[src/rtl/cable_sense_arbiter_pkg.sv]
// Shared types and defaults for the cable-sense arbiter.
// Holds the sequencer state encoding, default timing and a one-hot helper.
// Combinational helpers only; no flow control of its own.
package cable_sense_arbiter_pkg;

  typedef enum logic [1:0] {
    ST_IDLE   = 2'd0,
    ST_SETTLE = 2'd1,
    ST_MEAS   = 2'd2,
    ST_CLAMP  = 2'd3
  } state_e;

  localparam int DEF_N_PORT     = 4;
  localparam int DEF_SETTLE_CYC = 4;
  localparam int DEF_MEAS_CYC   = 16;
  localparam int DEF_CLAMP_CYC  = 2;
  localparam int DEF_CNT_W      = 8;

  // Index of the set bit of a one-hot vector (up to 8 ports); 0 when empty.
  function automatic logic [2:0] onehot_to_idx(input logic [7:0] oh);
    logic [2:0] idx;
    idx = '0;
    for (int i = 0; i < 8; i++) begin
      if (oh[i]) idx = 3'(i);
    end
    return idx;
  endfunction

endpackage

[src/rtl/cable_sense_arbiter_rr_arbiter.sv]
// Round-robin pick: first request at or after the pointer, wrapping modulo N_PORT.
// Latency: purely combinational.
// Backpressure: none; the caller decides when the winner is taken.
module cable_sense_arbiter_rr_arbiter #(
  parameter int N_PORT = 4,
  parameter int PW     = 2
) (
  input  logic [N_PORT-1:0] req_i,
  input  logic [PW-1:0]     ptr_i,
  output logic [N_PORT-1:0] win_o,
  output logic              vld_o
);

  logic          found;
  logic [PW:0]   pos;

  // Scan ports starting from the pointer; the first requester wins.
  always_comb begin
    win_o = '0;
    found = 1'b0;
    pos   = '0;
    for (int k = 0; k < N_PORT; k++) begin
      pos = {1'b0, ptr_i} + (PW+1)'(k);
      if (pos >= (PW+1)'(N_PORT)) pos = pos - (PW+1)'(N_PORT);
      if (!found && req_i[pos[PW-1:0]]) begin
        win_o[pos[PW-1:0]] = 1'b1;
        found              = 1'b1;
      end
    end
  end

  assign vld_o = found;

endmodule

[src/rtl/cable_sense_arbiter.sv]
// Shares one cable-sense path between N_PORT ports: grant, then SETTLE -> MEAS -> CLAMP.
// Latency: grant 1 cycle after request; all outputs registered; one IDLE cycle between grants.
// Backpressure: requests wait while a sequence runs; CABLE_ARB_ABORT_EN makes detect loss abort SETTLE/MEAS.
module cable_sense_arbiter
  import cable_sense_arbiter_pkg::*;
#(
  parameter int N_PORT     = DEF_N_PORT,
  parameter int SETTLE_CYC = DEF_SETTLE_CYC,
  parameter int MEAS_CYC   = DEF_MEAS_CYC,
  parameter int CLAMP_CYC  = DEF_CLAMP_CYC,
  parameter int CNT_W      = DEF_CNT_W
) (
  input  logic              clk_i,
  input  logic              resetn_i,
  input  logic [N_PORT-1:0] detect_i,
  input  logic [N_PORT-1:0] flag_i,
  output logic [N_PORT-1:0] grant_o,
  output logic              en_sensor_o,
  output logic              en_acc_o,
  output logic [N_PORT-1:0] en_clamp_o,
  output logic [N_PORT-1:0] open_o,
  output logic              done_o
);

  localparam int PW = (N_PORT > 1) ? $clog2(N_PORT) : 1;
  localparam logic [CNT_W-1:0] SETTLE_LAST = CNT_W'(SETTLE_CYC - 1);
  localparam logic [CNT_W-1:0] MEAS_LAST   = CNT_W'(MEAS_CYC - 1);
  localparam logic [CNT_W-1:0] CLAMP_LAST  = CNT_W'(CLAMP_CYC - 1);
  localparam logic [CNT_W-1:0] CNT_ONE     = CNT_W'(1);

`ifdef CABLE_ARB_ABORT_EN
  localparam bit ABORT_EN = 1'b1;
`else
  localparam bit ABORT_EN = 1'b0;
`endif

  state_e            state_q;
  logic [CNT_W-1:0]  cnt_q;
  logic [PW-1:0]     ptr_q;
  logic [N_PORT-1:0] grant_q;
  logic              en_sensor_q;
  logic              en_acc_q;
  logic [N_PORT-1:0] en_clamp_q;
  logic [N_PORT-1:0] open_q;
  logic              done_q;
  logic              lost_q;

  logic [N_PORT-1:0] req;
  logic [N_PORT-1:0] win;
  logic              win_vld;
  logic [2:0]        win_idx;
  logic [PW-1:0]     ptr_d;
  logic              lost_now;
  logic [N_PORT-1:0] open_d;

  assign req = detect_i & flag_i;

  cable_sense_arbiter_rr_arbiter #(
    .N_PORT (N_PORT),
    .PW     (PW)
  ) u_rr (
    .req_i (req),
    .ptr_i (ptr_q),
    .win_o (win),
    .vld_o (win_vld)
  );

  assign win_idx  = onehot_to_idx(8'(win));
  assign ptr_d    = (win_idx == 3'(N_PORT - 1)) ? '0 : PW'(win_idx + 3'd1);
  // Owner has lost its cable this cycle.
  assign lost_now = |(grant_q & ~detect_i);
  // Sticky open bits survive unless the port shows a cable with no pending request.
  assign open_d   = open_q & ~(detect_i & ~flag_i);

  // Sequencer: grant, phase counting and all registered outputs.
  always_ff @(posedge clk_i or negedge resetn_i) begin
    if (!resetn_i) begin
      state_q     <= ST_IDLE;
      cnt_q       <= '0;
      ptr_q       <= '0;
      grant_q     <= '0;
      en_sensor_q <= 1'b0;
      en_acc_q    <= 1'b0;
      en_clamp_q  <= '0;
      open_q      <= '0;
      done_q      <= 1'b0;
      lost_q      <= 1'b0;
    end else begin
      done_q <= 1'b0;
      open_q <= open_d;
      case (state_q)
        ST_IDLE: begin
          lost_q <= 1'b0;
          if (win_vld) begin
            state_q     <= ST_SETTLE;
            grant_q     <= win;
            en_sensor_q <= 1'b1;
            cnt_q       <= '0;
            ptr_q       <= ptr_d;
          end
        end
        ST_SETTLE, ST_MEAS: begin
          if (ABORT_EN && lost_now) begin
            state_q     <= ST_IDLE;
            grant_q     <= '0;
            en_sensor_q <= 1'b0;
            en_acc_q    <= 1'b0;
            cnt_q       <= '0;
            open_q      <= open_d | grant_q;
          end else begin
            if (lost_now) lost_q <= 1'b1;
            if (state_q == ST_SETTLE && cnt_q == SETTLE_LAST) begin
              state_q  <= ST_MEAS;
              en_acc_q <= 1'b1;
              cnt_q    <= '0;
            end else if (state_q == ST_MEAS && cnt_q == MEAS_LAST) begin
              state_q     <= ST_CLAMP;
              en_sensor_q <= 1'b0;
              en_acc_q    <= 1'b0;
              en_clamp_q  <= grant_q;
              done_q      <= (CLAMP_CYC == 1);
              cnt_q       <= '0;
            end else begin
              cnt_q <= cnt_q + CNT_ONE;
            end
          end
        end
        default: begin
          // CLAMP always runs to completion; a lost cable is reported at its end.
          if (lost_now) lost_q <= 1'b1;
          if (cnt_q == CLAMP_LAST) begin
            state_q    <= ST_IDLE;
            grant_q    <= '0;
            en_clamp_q <= '0;
            cnt_q      <= '0;
            if (lost_q || lost_now) open_q <= open_d | grant_q;
          end else begin
            cnt_q  <= cnt_q + CNT_ONE;
            done_q <= (cnt_q == CLAMP_LAST - CNT_ONE);
          end
        end
      endcase
    end
  end

  assign grant_o     = grant_q;
  assign en_sensor_o = en_sensor_q;
  assign en_acc_o    = en_acc_q;
  assign en_clamp_o  = en_clamp_q;
  assign open_o      = open_q;
  assign done_o      = done_q;

endmodule

[config.mk]
export PLATFORM = sky130hd
export DESIGN_NAME = cable_sense_arbiter
export DESIGN_NICKNAME = d
export VERILOG_FILES = /design/src/rtl/cable_sense_arbiter_pkg.sv /design/src/rtl/cable_sense_arbiter_rr_arbiter.sv /design/src/rtl/cable_sense_arbiter.sv
export SDC_FILE = /design/constraint.sdc
export NUM_CORES = 1
export LEC_CHECK = 0
export ABC_CLOCK_PERIOD_IN_PS = 7100
export CORE_UTILIZATION = 60
export DETAILED_ROUTE_END_ITERATION = 16
export PLACE_DENSITY = 0.92
export SLEW_MARGIN = 20
export SYNTH_ARGS = -nofsm -noshare
export SYNTH_HDL_FRONTEND = slang
export SYNTH_HIERARCHICAL = 1
export SYNTH_SLANG_ARGS = --single-unit
[constraint.sdc]
create_clock -name clk_i -period 7.1 [get_ports clk_i]
set_input_delay 2.13 -clock clk_i [delete_from_list [all_inputs] [get_ports clk_i]]
set_output_delay 2.13 -clock clk_i [all_outputs]
set_load 0.005 [all_outputs]
-- Word level (Yosys, flattened, before mapping)
Index checks and enable logic that the tools add are counted.
- bits in registers: 28
- output and inout bits: 15
- logic and storage cells: 144
- $add $sub $neg: 9
- magnitude comparators: 12
- equality and inequality tests: 10
- muxes and demuxes: 60
- bitwise logic cells: 13
- reduce and logical (&&, ||, !) cells: 30
- operator list (operator ; number):
    2-to-1 mux 4 bit ; 11
    2-to-1 mux 8 bit ; 4
    2-to-1 mux 2 bit ; 11
    2-to-1 mux 1 bit ; 21
    AND 4 bit ; 4
    OR 4 bit ; 4
    one-hot mux 4 bit (2 select lines) ; 2
    one-hot mux 8 bit (2 select lines) ; 1
    less-than comparator 2 x 3 -> 1 bit, second input constant ; 4
    NOT 4 bit ; 3
    nonzero test 2 bit ; 5
    greater-or-equal comparator 3 bit, second input constant ; 3
    logical AND 1 bit ; 9
    adder 8 x 1 -> 8 bit, second input constant ; 1
    binary-select mux 1 bit (select 2 bit) ; 4
    demux 1 bit (select 2 bit) ; 4
    equality test 8 x 1 -> 1 bit, second input constant ; 1
    equality test 8 x 2 -> 1 bit, second input constant ; 1
    equality test 8 x 4 -> 1 bit, second input constant ; 1
    greater-or-equal comparator 2 x 1 -> 1 bit, second input constant ; 4
    logical NOT 8 bit ; 1
    AND reduction 4 bit ; 2
    subtractor 2 x 1 -> 2 bit, second input constant ; 4
    adder 2 x 2 -> 3 bit, second input constant ; 2
    21 further kinds ; 27

-- Depth between registers and ports, before layout
Gate-level depths: netlist of run 1.
- word-level depth: 19
- depth in mapped cells: 10

-- Hierarchy
The synthesis of run 1 kept the hierarchy.
- modules (own cells, without submodules) (module ; times used ; cells an instance ; area each (um2) ; seq. area each (um2)):
    cable_sense_arbiter ; 1 ; 168 ; 1607.8 ; 700.7
    cable_sense_arbiter_rr_arbiter ; 1 ; 62 ; 494.2 ; 0.0

-- Least setup slack after synthesis of run 1
No wires, ideal clock.
- kind: input port to flip-flop
- start point: input detect_i[2]
- end point: register cnt_q[3]
- setup time: 134 ps
- data arrival time: 3864 ps
- required time: 6966 ps
- slack: 3102 ps
- stages: 8
- cells stage by stage: and2_1 -> buf_2 -> or4_1 -> nor2b_1 -> clkbuf_1 -> a211oi_1 -> a22oi_1 -> o22ai_1
- cells in the longest elaborated chain, start to end: 14
- elaborated cells between the ends (all ways): 20
- RTL lines (item ; RTL line ; RTL):
    from (decl) ; cable_sense_arbiter.sv:15 ; input logic [N_PORT-1:0] detect_i,
    AND 4 bit * ; cable_sense_arbiter.sv:56 ; assign req = detect_i & flag_i;
    binary-select mux 1 bit (select 2 bit) ; cable_sense_arbiter_rr_arbiter.sv:25 ; if (!found && req_i[pos[PW-1:0]]) begin
    2-to-1 mux 1 bit (not written as such) ; cable_sense_arbiter_rr_arbiter.sv:25 ;
    2-to-1 mux 1 bit ; cable_sense_arbiter_rr_arbiter.sv:25 ;
    logical NOT 1 bit ; cable_sense_arbiter_rr_arbiter.sv:25 ;
    logical AND 1 bit ; cable_sense_arbiter_rr_arbiter.sv:25 ;
    2-to-1 mux 1 bit ; cable_sense_arbiter_rr_arbiter.sv:25 ;
    logical NOT 1 bit ; cable_sense_arbiter_rr_arbiter.sv:25 ;
    logical AND 1 bit ; cable_sense_arbiter_rr_arbiter.sv:25 ;
    2-to-1 mux 1 bit ; cable_sense_arbiter_rr_arbiter.sv:25 ;
    logical NOT 1 bit ; cable_sense_arbiter_rr_arbiter.sv:25 ;
    logical AND 1 bit ; cable_sense_arbiter_rr_arbiter.sv:25 ;
    2-to-1 mux 1 bit * ; cable_sense_arbiter_rr_arbiter.sv:25 ;
    net win_vld ; cable_sense_arbiter.sv:50 ; logic win_vld;
    != test 2 x 1 -> 1 bit (no source line) * ; - ;
    to (signal assigned) ; cable_sense_arbiter.sv:124 ; cnt_q <= cnt_q + CNT_ONE;
    to (signal assigned) ; cable_sense_arbiter.sv:138 ; cnt_q <= cnt_q + CNT_ONE;
    to (decl) ; cable_sense_arbiter.sv:38 ; logic [CNT_W-1:0] cnt_q;
The timed path passes the listed nets; every way through them passes the cells marked *. The select of a mux whose other input is x is not followed.
A chain may end at the register's enable or synchronous reset.

-- Worst setup path in the final report of run 1
- start point: input detect_i[2]
- end point: register cnt_q[4]
- cells in the longest elaborated chain, start to end: 14
- elaborated cells between the ends (all ways): 20
- RTL lines (item ; RTL line ; RTL):
    AND 4 bit * ; cable_sense_arbiter.sv:56 ;
    net req[2] ; cable_sense_arbiter.sv:48 ; logic [N_PORT-1:0] req;
    binary-select mux 1 bit (select 2 bit) ; cable_sense_arbiter_rr_arbiter.sv:25 ;
    2-to-1 mux 1 bit (not written as such) ; cable_sense_arbiter_rr_arbiter.sv:25 ;
    2-to-1 mux 1 bit ; cable_sense_arbiter_rr_arbiter.sv:25 ;
    logical NOT 1 bit ; cable_sense_arbiter_rr_arbiter.sv:25 ;
    logical AND 1 bit ; cable_sense_arbiter_rr_arbiter.sv:25 ;
    2-to-1 mux 1 bit ; cable_sense_arbiter_rr_arbiter.sv:25 ;
    logical NOT 1 bit ; cable_sense_arbiter_rr_arbiter.sv:25 ;
    logical AND 1 bit ; cable_sense_arbiter_rr_arbiter.sv:25 ;
    2-to-1 mux 1 bit ; cable_sense_arbiter_rr_arbiter.sv:25 ;
    logical NOT 1 bit ; cable_sense_arbiter_rr_arbiter.sv:25 ;
    logical AND 1 bit ; cable_sense_arbiter_rr_arbiter.sv:25 ;
    2-to-1 mux 1 bit * ; cable_sense_arbiter_rr_arbiter.sv:25 ;
    net win_vld ; cable_sense_arbiter.sv:50 ;
    != test 2 x 1 -> 1 bit (no source line) * ; - ;
Marks and branches as above.

==> metrics.md, run 1 <==
| Metric | Value |
|---|---|
| Die ar. | `3740 µm²` |
| Post-Syn Instances | `230` |
| Max Slew Vio Count | `0` |
| Hpwl dp | `approximately 3600 µm` |
| Core area | `about 3300 µm²` |
| R2r endpoint | `grant_o[2]` |
| Die span in x | `a little over 60 µm` |
| HP Class | `flop to flop` |
| CP required | `between 7000 and 8000 ps` |
| Clock sinks | `28` |
| Root Driver | `clkbuf_4` |
| Arrival @ worst endpoint | `between 4000 and 5000 ps` |
| Sum Neg Setup Slack | `0 ps` |
| Slew HR | `48.3%` |
| Starting Density | `between 60% and 70%` |
| R2R depth | `9` |
| Drt drc | `0` |
| Period utilisation layout | `62.6%` |
| Row Count | `21` |
| Post-synthesis sequential area ratio | `33.3%` |
| Syn Nets | `roughly 250` |
| Ys async rst share | `100%` |
| Total track usage | `approximately 29%` |
| Final net count | `between 200 and 300` |
| Clock skew | `approximately 5.6 ps` |
| CTS resizes | `0` |
| Global-route wire length before repair | `roughly 8000 µm` |
| Synthesized area | `between 2000 and 2500 µm²` |
| Synth cell count leaders | `dfrtp_1 (28), nand2_1 (21), inv_1 (15), nor2_1 (15), ha_1 (13)` |
| Initial antenna violation count | `0` |
| Setup bufs post-CTS | `0` |
| Placer Congestion | `~0.90` |
| Worst vdd ir | `between 0.2 and 0.3 mV` |
| Main synth FF type | `dfrtp_1` |
| Post-route minimum period | `about 4400 ps` |
| DRT iter0 DRCs | `between 150 and 200` |
| Critical-path top delay cell | `or4_1` |
| Mapped Avg Cell Area | `about 9 µm²` |
| Synth cell types | `between 50 and 60` |
| Tot Pwr | `roughly 0.89 mW` |
| Ports | `25` |
| Layout cells sized above 1 | `~5.6%` |
| Clk slew on worst S/H paths | `140 ps` |
| Vias per cell | `roughly 6.3` |
| Number of synthesized flops with an enable pin | `0` |
| Clock Latency Late Sink | `roughly 340 ps` |
| Post-synthesis register bit count | `28` |
| Min-delay src | `en_acc_o` |
| Crit start category | `input pin` |
| Final setup violating endpoints | `0` |
| Largest net degree at the start of global routing | `29` |
| CTS H-tree depth | `1` |
| Total CTS buffers | `3` |
| Crit-path max FO | `10` |
| Status | `complete, no violations` |
| Final WL | `4910 µm` |
| Routed Antenna Nets | `0` |
| Vias in the first global route | `between 1500 and 2000` |
| Area Growth Syn to Fin | `13.1%` |
| Hold Path End | `en_acc_o` |
| PD cells | `between 300 and 400 nW/µm²` |
| Max-cap violations | `0` |
| FMAX | `approximately 230 MHz` |
| Total gr overflow | `0` |
| TritonCTS clock tree | `done` |
| I/O Buffers | `24` |
| Final Hold Viols | `0` |
| Maximum root-to-sink buffer count | `2` |
| P_leak | `between 0.9 and 1 nW` |
| Yosys warns | `6` |
| RSZ-0062 raised after global routing | `false` |
| Top post-synthesis cells by area | `dfrtp_1 (33%), ha_1 (7.7%), a22o_1 (5.0%), mux2i_1 (4.3%), nand2_1 (3.8%)` |
| Slowest Stage Delay on Critical Path | `680 ps` |
| Yosys top cell area share | `33.3%` |
| Crit Reg-Reg Startpoint | `ptr_q[0]` |
| CP cell instances | `clkdlybuf4s50_1 > and2_1 > or4_1 > nor2b_1 > a211oi_1 > a22oi_1 > o22ai_1` |
| Hold Path Stages | `2` |
| WL per Instance | `16.7 µm` |
| Most numerous cell in the Yosys netlist | `dfrtp_1` |
| Slew @ Worst Pin | `approximately 770 ps` |
| Hold_buf cts | `0` |
| Die Y | `a little over 60 µm` |
| Via count | `roughly 1900` |
| Area leader, netlist | `dfrtp_1` |
| Setup CP Type | `input pin to flop` |
| CP Capture Type | `flop` |
| N_diodes | `0` |
| Reg2reg setup slack | `4150 ps` |
| TritonRoute pass-1 iters | `4` |
[sequential cells by signal (all words and copies together) (netlist names)]
signal and flops:
cnt_q 8, en_clamp_o 4, grant_o 4, open_o 4
ptr_q 2, state_q 2, done_o 1, en_acc_o 1
en_sensor_o 1, lost_q 1
[power by group]
group / switching (mW) / internal, mW / total [mW] / leakage, nW
clock: 0.0466 / 0.0200 / 0.0666 / 0.0138
sequential: 0.0665 / 0.206 / 0.273 / 0.369
combinational: 0.302 / 0.247 / 0.549 / 0.616
total: 0.415 / 0.473 / 0.889 / 0.999
[kinds of logic after synthesis]
| group | count (synthesis) | synth area share [%] |
|---|---|---|
| AO/OA/AOI/OAI | 71 | 25.9 |
| buffers and inverters | 25 | 5.18 |
| adder cells (fa/ha/maj) | 13 | 7.74 |
| multiplexers | 13 | 6.96 |
| AND/OR/NAND/NOR | 80 | 20.9 |
| flip-flops | 28 | 33.3 |
[stage by stage]
step | hold slack (ps) | setup slack, ps | cells | util, % | area (µm²)
final | 503 | 2660 | 294 | 71.2 | 2380
after global routing | 535 | 2510 | 294 | 71.2 | 2380
after CTS | 508 | 2680 | 294 | 71.2 | 2380
after detailed placement | 473 | 2320 | 291 | 70.6 | 2350
after global placement | 455 | 2370 | 291 | 70.6 | 2350
after floorplan | 460 | 3100 | 230 | - | 2100
[cell type report]
| class | instances | area [µm²] |
|---|---|---|
| Clock buffer | 3 | 22.5 |
| Fill cell | 262 | 960 |
| Timing Repair Buffer | 25 | 248 |
| Inverter | 15 | 56.3 |
| Tap cell | 46 | 57.6 |
| Sequential cell | 28 | 701 |
| Multi-Input combinational cell | 177 | 1290 |
[worst max-delay path, delay by kind of cell]
kind,cells,cell delay [ps]
and+or+nand+nor,3,1540
buffers and inverters,1,440
AOI/OAI and AO/OA,3,550
[metal layers]
metal  wire [µm]  part of all wire (%)  GRT usage [%]  up-vias
li1            -                     -              -      898
met1        2270                    46           40.6      890
met2        2340                    48           45.3       64
met3         239                   4.9           3.15        7
met4          62                   1.3           10.7        0
met5           0                     0              0        -
[how the worst max path moves through the flow]
stage	start	endpoint	slack, ps	cells after the start
5_1_grt	detect_i[2]	cnt_q[4]	2510	7
6_report	detect_i[2]	cnt_q[4]	2660	7
3_5_place_dp	detect_i[2]	cnt_q[4]	2320	7
3_3_place_gp	detect_i[2]	cnt_q[4]	2370	7
2_1_floorplan	detect_i[2]	cnt_q[3]	3100	8
4_1_cts	detect_i[2]	cnt_q[4]	2680	7
[placed cells by master (no fill, tap or decap), types with 8 or more instances in the layout]
cell	count
dfrtp_1	28
clkdlybuf4s50_1	24
nand2_1	21
inv_1	15
nor2_1	15
ha_1	13
a22o_1	12
nand2b_1	10
o21ai_0	10
a211oi_1	9
mux2i_1	9
o22ai_1	8
Power figures use the tool's default switching activity.
==> run 2: changes to the inputs <==
--- a/config.mk
+++ b/config.mk
@@ -5,10 +5,10 @@
 export SDC_FILE = /design/constraint.sdc
 export NUM_CORES = 1
 export LEC_CHECK = 0
-export ABC_CLOCK_PERIOD_IN_PS = 7100
-export CORE_UTILIZATION = 60
+export ABC_CLOCK_PERIOD_IN_PS = 3900
+export CORE_UTILIZATION = 51
 export DETAILED_ROUTE_END_ITERATION = 16
-export PLACE_DENSITY = 0.92
+export PLACE_DENSITY = 0.84
 export SLEW_MARGIN = 20
 export SYNTH_ARGS = -nofsm -noshare
 export SYNTH_HDL_FRONTEND = slang
==> constraint.sdc (replaced) <==
create_clock -name clk_i -period 3.9 [get_ports clk_i]
set_input_delay 1.17 -clock clk_i [delete_from_list [all_inputs] [get_ports clk_i]]
set_output_delay 1.17 -clock clk_i [all_outputs]
set_load 0.005 [all_outputs]
==> run 2 against run 1 <==
Cell area increased by 2.1%. Combinational power up 88%. Clock power increased to 2.8 times the previous value. Final cell count increased by 1.7%. Hold slack got worse by 7.1 ps. Critical path depth did not move. Critical endpoint is now cnt_q[0]. Largest cell class unchanged. Largest power group unchanged. Highest routed layer unchanged.
==> metrics.md, run 2 (synthesis gave the netlist of run 1 again) <==
| Metric | Value |
|---|---|
| Tot Pwr | `between 1.5 and 2 mW` |
| Global-route wire length before repair | `between 8000 and 9000 µm` |
| Via count | `roughly 1900` |
| Placer Congestion | `roughly 0.88` |
| Die Y | `66.2 µm` |
| Die span in x | `66.2 µm` |
| Reg2reg setup slack | `approximately 1300 ps` |
| Arrival @ worst endpoint | `3520 ps` |
| Core area | `3800 µm²` |
| Hold WS | `roughly 500 ps` |
| Final Core Density | `a little under two thirds` |
| CTS resizes | `0` |
| Max Slew Vio Count | `0` |
| Largest net degree at the start of global routing | `29` |
| CTS H-tree depth | `1` |
| TritonRoute pass-1 iters | `5` |
| Dpl cells | `295` |
| Clock skew | `7.10 ps` |
| Drt drc | `0` |
| Final setup violating endpoints | `0` |
| Setup WS pre-CTS | `about 280 ps` |
| Max-cap violations | `0` |
| RSZ-0062 raised after global routing | `false` |
| WL per Instance | `16.1 µm` |
| P_leak | `1.02 nW` |
| Final net count | `~280` |
| Status | `complete, no violations` |
| Starting Density | `between 50% and 60%` |
| Hpwl dp | `around 3600 µm` |
| Initial antenna violation count | `0` |
| Post-route minimum period | `approximately 3400 ps` |
| Period utilisation layout | `between 80% and 90%` |
| Die ar. | `between 4000 and 5000 µm²` |
| Slew @ Worst Pin | `between 800 and 900 ps` |
| Worst Setup Slack, final | `roughly 540 ps` |
| Final WL | `~4800 µm` |
| Vias per cell | `around 6.3` |
| PD cells | `~700 nW/µm²` |
| Crit start category | `input pin` |
| CP Capture Type | `flop` |
| Sum Neg Setup Slack | `0 ps` |
| TritonCTS clock tree | `done` |
| CP required | `around 4000 ps` |
| Clock sinks | `28` |
| Crit-path max FO | `9` |
| Root Driver | `clkbuf_8` |
| N_diodes | `0` |
| Hold_buf cts | `0` |
| Slew HR | `a little under half` |
| FMAX | `about 300 MHz` |
| Vias in the first global route | `about 1800` |
| Area Growth Syn to Fin | `15.5%` |
| Largest Register | `cnt_q` |
| Setup bufs post-CTS | `0` |
| Total CTS buffers | `3` |
| Ports | `25` |
| Final Hold Viols | `0` |
| Post-route insts no fill | `~300` |
| Clock Latency Late Sink | `280 ps` |
| Layout cells sized above 1 | `between 6 and 7%` |
| Design area | `roughly 2400 µm²` |
| Setup CP Type | `input pin to flop` |
| DRT iter0 DRCs | `between 100 and 150` |
| HP Class | `flop to flop` |
| Total track usage | `approximately a quarter` |
| Routed Antenna Nets | `0` |
| Most common cell after layout, fill and taps aside | `dfrtp_1` |
| Total gr overflow | `0` |
| Worst vdd ir | `0.260 mV` |
| I/O Buffers | `24` |
| Row Count | `22` |
| Dpl cell area | `between 2000 and 2500 µm²` |
| Number of flip-flops in the largest register | `8` |
| Maximum root-to-sink buffer count | `2` |
| Most frequent cells in the layout | `dfrtp_1 (28), clkdlybuf4s50_1 (24), nand2_1 (21)` |
| Clk slew on worst S/H paths | `roughly 100 ps` |
## run 2: cell count changes in the layout (fill, tap and decap cells not counted)
cell      before  now
clkbuf_8       0    4
buf_4          1    3
clkbuf_4       3    0
## run 2: area by class of cell
class	count	area (µm²)
inverter	15	56.3
timing repair buffer	27	263
tap	48	60.1
clock buffer	4	55.1
fill	314	1370
sequential	28	701
multi-input combinational	177	1290
## run 2: worst paths after layout
check,start,end,depth (start not counted)
min in group asynchronous,resetn_i,en_clamp_o[2],2
setup / recovery,detect_i[3],cnt_q[0],7
setup reg to reg,ptr_q[1],ptr_q[0],8
max in group asynchronous,resetn_i,ptr_q[1],2
hold / removal,en_acc_o,en_acc_o,2
hold reg to reg,en_acc_o,en_acc_o,2
## run 2: power by group
group          total (mW)  switching, mW  internal [mW]
registers           0.467         0.0907          0.376
clock network       0.187         0.0959         0.0907
logic                1.03          0.578          0.457
total                1.69          0.764          0.924
## run 2: critical path: stages
cell,delay (ps)
clkdlybuf4s50_1,460
and2_1,250
or4_1,700
nor2b_1,370
a211oi_1,90
a22oi_1,320
o21ai_0,150
## run 2: per-layer routing
metal / GRT usage (%) / vias up / wire (µm)
li1: - / 901 / -
met1: 33.3 / 892 / 2240
met2: 38.0 / 74 / 2220
met3: 3.10 / 9 / 280
met4: 9.31 / 0 / 87
met5: 0 / - / 0
==> edit 1, RTL diff (config.mk and constraints of run 2) <==
Build with the macro `CABLE_ARB_ABORT_EN` defined.
--- a/src/rtl/cable_sense_arbiter.sv
+++ b/src/rtl/cable_sense_arbiter.sv
@@ -3,2 +3,4 @@
 // Backpressure: requests wait while a sequence runs; CABLE_ARB_ABORT_EN makes detect loss abort SETTLE/MEAS.
+`define CABLE_ARB_ABORT_EN
+
 module cable_sense_arbiter
Behaviour: not the same (a bounded check fails within 4 cycles, from zero or initial values and one cycle with resetn_i low).
==> edit 1 against run 2 <==
  * Total power is 5.6% lower
  * First-iteration DRC count is 6.4% higher
  * Critical endpoint is now state_q[0]
  * Via count is 8.8% lower
  * Sequential cell count stayed put
  * Hold slack better by 0.0058 ns
  * Setup slack better by 0.12 ns
  * Critical path type unchanged
  * Core utilization is 1.2 points lower
  * Synthesized area is 4.5% lower
  * Clock power is 18% lower
  * Wire length is 9.5% lower
  * Synthesized cell count is 3.5% lower
  * Maximum frequency is 3.8% higher
  * Design area is 4.0% lower
==> edit 1: results (changes against run 2) <==
gpl congestion -> 0.833 (was 0.881)
relative slew slack -> 56.9% (was 46.1%)
vias per inst -> 5.84 (was 6.27)
dpl cell area -> 0.00229 sq mm (was 0.00237 sq mm)
Hold Slack -> 0.502 ns (was 0.496 ns)
pre-CTS setup slack -> 0.405 ns (was 0.276 ns)
Max Clock Skew -> 0.00608 ns (was 0.00710 ns)
Async SR Flop Fraction -> 100% (unchanged)
first-pass GRT wire length -> 7.49 mm (was 8.05 mm)
Critical R2R Launch -> ptr_q[0] (was ptr_q[1])
f_max -> 0.308 GHz (was 0.297 GHz)
fillers -> 316 (was 314)
Synth cell types -> 50 (was 55)
syn nets -> 245 (was 253)
Peak VDD IR -> 0.385 mV (was 0.260 mV)
Critical Path AT -> 3.41 ns (was 3.52 ns)
post-DR wirelength/cell -> 14.9 um (was 16.1 um)
Int Pwr -> 875 uW (was 924 uW)
share of layout cells above drive strength 1 -> 7.35% (was 6.77%)
Final HPWL DP -> 3.24 mm (was 3.62 mm)
diode count -> 0 (unchanged)
Placed Instances -> 290 (was 295)
vias in the first global route -> 1628 (was 1751)
Min-Delay Path Class -> reg2reg (unchanged)
Setup crit end -> state_q[0] (was cnt_q[0])
Synth top cells by count -> dfrtp_1 (28), nand2_1 (21), nor2_1 (17) (was dfrtp_1 (28), nand2_1 (21), inv_1 (15), nor2_1 (15), ha_1 (13))
Syn Area/Cell -> 9.04 sq um (was 9.14 sq um)
worst hold path depth -> 1 (was 2)
CP Max Fanout -> 8 (was 9)
hold_sp -> en_acc_o (unchanged)
LEAKAGE -> 0.987 nW (was 1.02 nW)
vias post-DR -> 1711 (was 1876)
GRT Util Overall -> 22.9% (was 24.1%)
First DRT Iteration DRCs -> 149 (was 140)
status -> finished, final reports clean (unchanged)
Synth area leaders -> dfrtp_1 (35%), ha_1 (8.1%), mux2i_1 (4.0%), nand2_1 (3.9%), nand2b_1 (3.7%) (was dfrtp_1 (33%), ha_1 (7.7%), a22o_1 (5.0%), mux2i_1 (4.3%), nand2_1 (3.8%))
Seq/Total Area, Yosys -> 34.9% (was 33.3%)
R2R Setup Slk -> 0.96 ns (was 1.29 ns)
-- edit 1: changes by cell type after synthesis, moves of 4 or more --
cell and delta:
a32o_1 +4, a22o_1 -8, a211oi_1 -7, nand3_1 +5
-- edit 1: power by group through the flow --
stage          clock [mW]  combinational (mW)  sequential [mW]
5_1_grt             0.168                1.08            0.482
6_report            0.153               0.971            0.470
2_1_floorplan           0               0.743            0.434
4_1_cts             0.158               0.963            0.469
3_3_place_gp            0               0.941            0.470
3_5_place_dp            0               0.959            0.474
-- edit 1: cell type report --
cell class              instances  area [sq um]  share of cell area, %
flip-flops and latches         28           701                   30.1
well taps                      48          60.1                   2.58
repair buffers                 26           255                   11.0
clock buffers                   3          41.3                   1.77
multi-input cells             173          1220                   52.2
inverters                      15          56.3                   2.42
-- edit 1: cell families (layout without fill, tap and decap cells) --
kind of cell	after synthesis	after routing	share of synthesized area (%)
and+or+nand+nor	96	96	26.5
adders and majority gates	13	13	8.10
AOI/OAI and AO/OA	51	51	19.3
buffers and inverters	21	44	4.43
DFF	28	28	34.9
xor gates and xnor gates	2	2	0.873
muxes	11	11	5.86
-- edit 1: layer usage --
| layer | vias up | global-route usage [%] | part of all wire, % |
|---|---|---|---|
| li1 | 852 | - | - |
| met1 | 819 | 31.7 | 48 |
| met2 | 36 | 37.8 | 48 |
| met3 | 4 | 3.87 | 3.6 |
| met4 | 0 | 4.17 | 0.78 |
| met5 | - | 0 | 0 |
-- edit 1: critical path, delay by kind of cell --
| family | cells | cell delay (ns) |
|---|---|---|
| compound gates | 1 | 0.11 |
| buf+inv | 2 | 0.61 |
| mux | 1 | 0.32 |
| simple gates | 4 | 1.20 |
==> edit 2, RTL diff (config.mk and constraints of run 2) <==
Made on the original files. Make the reset (`resetn_i`) synchronous in one clocked block.
--- a/src/rtl/cable_sense_arbiter.sv
+++ b/src/rtl/cable_sense_arbiter.sv
@@ -75,3 +75,3 @@
   // Sequencer: grant, phase counting and all registered outputs.
-  always_ff @(posedge clk_i or negedge resetn_i) begin
+  always_ff @(posedge clk_i) begin
     if (!resetn_i) begin
Behaviour: differs if resetn_i is asserted again (counterexample within 4 cycles, from zero or initial values and one cycle with resetn_i low); with resetn_i held inactive, the same outputs for 10 cycles.
==> edit 2 against run 2 <==
  * Wire length decreased by 8.0%
  * Combinational power decreased by 42%
  * Global-route usage decreased by 0.42 points
  * Synthesized area decreased by 8.5%
  * Total power decreased by 28%
  * Setup slack improved by 0.087 ns
  * Sequential cell count unchanged
  * Design area decreased by 6.6%
  * Non-clock buffer count decreased by 1
==> edit 2: results (changes against run 2) <==
Placed Instances -> 292 (was 295)
Max Clock Skew -> 0.00925 ns (was 0.00710 ns)
Final HPWL DP -> 3.25 mm (was 3.62 mm)
LEAKAGE -> 0.842 nW (was 1.02 nW)
Async SR Flop Fraction -> 0% (was 100%)
Peak VDD IR -> 0.412 mV (was 0.260 mV)
Synth top cells by count -> dfxtp_1 (28), nor2_1 (20), nand2_1 (19) (was dfrtp_1 (28), nand2_1 (21), inv_1 (15), nor2_1 (15), ha_1 (13))
Synth cell types -> 48 (was 55)
Synth Instances -> 228 (was 230)
Critical Path AT -> 3.44 ns (was 3.52 ns)
vias per inst -> 5.88 (was 6.27)
XOR/XNOR share of the synthesized area -> 1.37% (was 0%)
share of layout cells above drive strength 1 -> 6.80% (was 6.77%)
Min-Delay Path Class -> reg2reg (unchanged)
Pre-Repair DR Iteration Count -> 4 (was 5)
clk slew on worst S/H paths -> 0.10 ns (about the same)
gpl congestion -> 0.872 (was 0.881)
comb pwr -> 599 uW (was 1.03 mW)
fin cells -> 296 (was 299)
# nets final -> 274 (was 275)
Seq group -> 394 uW (was 467 uW)
syn nets -> 251 (was 253)
CP Max Fanout -> 7 (was 9)
multiplexer share of the synthesized area -> 7.42% (was 6.96%)
initial antenna violation count -> 0 (unchanged)
First DRT Iteration DRCs -> 154 (was 140)
Int Pwr -> 734 uW (was 924 uW)
status -> finished, final reports clean (unchanged)
first-pass GRT wire length -> 7.67 mm (was 8.05 mm)
vias in the first global route -> 1640 (was 1751)
Seq/Total Area, Yosys -> 29.1% (was 33.3%)
Post-Route WL -> 4.44 mm (was 4.82 mm)
relative slew slack -> 35.3% (was 46.1%)
area fraction in compound gates after synthesis -> 19.9% (was 25.9%)
diode count -> 0 (unchanged)
Synth area leaders -> dfxtp_1 (29%), ha_1 (8.5%), mux2i_1 (6.2%), nor2_1 (3.9%), nor2b_1 (3.9%) (was dfrtp_1 (33%), ha_1 (7.7%), a22o_1 (5.0%), mux2i_1 (4.3%), nand2_1 (3.8%))
GRT Util Overall -> 23.7% (was 24.1%)
worst skew pair latency -> 0.28 ns (about the same)
post-synthesis adder-cell area fraction -> 8.46% (was 7.74%)
largest net degree at the start of global routing -> 35 (was 29)
-- edit 2: critical path: stages --
cell	delay (ns)
clkdlybuf4s50_1	0.51
and2_1	0.28
or3b_1	0.37
a2111o_1	0.43
nand3_2	0.11
o2bb2ai_1	0.17
nor2b_1	0.17
nor3_1	0.05
a21oi_1	0.12
nor2b_1	0.06
-- edit 2: per-stage QoR --
stage	cell area [sq um]	power [mW]	hold WS (ns)	utilization (%)	setup slack (ns)
after CTS	2270	1.22	0.473	65.4	0.652
final	2270	1.22	0.465	65.4	0.623
after global placement	2200	0.971	0.451	63.3	0.409
after global routing	2270	1.31	0.492	65.4	0.446
after detailed placement	2200	0.988	0.452	63.3	0.365
after floorplan	1920	0.824	0.451	-	0.953
-- edit 2: layout make-up --
| type | instances | area (sq um) |
|---|---|---|
| sequential | 28 | 561 |
| clock buffer | 3 | 41.3 |
| timing repair buffer | 26 | 255 |
| multi-input combinational | 180 | 1280 |
| fill | 297 | 1200 |
| inverter | 12 | 45.0 |
| tap | 46 | 57.6 |
| clock inverter | 1 | 30.0 |
-- edit 2: worst paths after layout --
kind | start | to | slack (ns) | depth (start not counted)
max | detect_i[1] | ptr_q[0] | 0.62 | 10
min | en_clamp_o[0] | en_clamp_o[0] | 0.47 | 2
max reg2reg | ptr_q[0] | ptr_q[0] | 0.82 | 10
min reg2reg | en_clamp_o[0] | en_clamp_o[0] | 0.47 | 2
-- edit 2: metal layers --
layer | vias to the layer above | share of wire, % | track usage [%]
li1 | 872 | - | -
met1 | 820 | 46 | 31.8
met2 | 40 | 48 | 39.4
met3 | 8 | 4.4 | 2.36
met4 | 0 | 1.3 | 7.67
met5 | - | 0 | 0
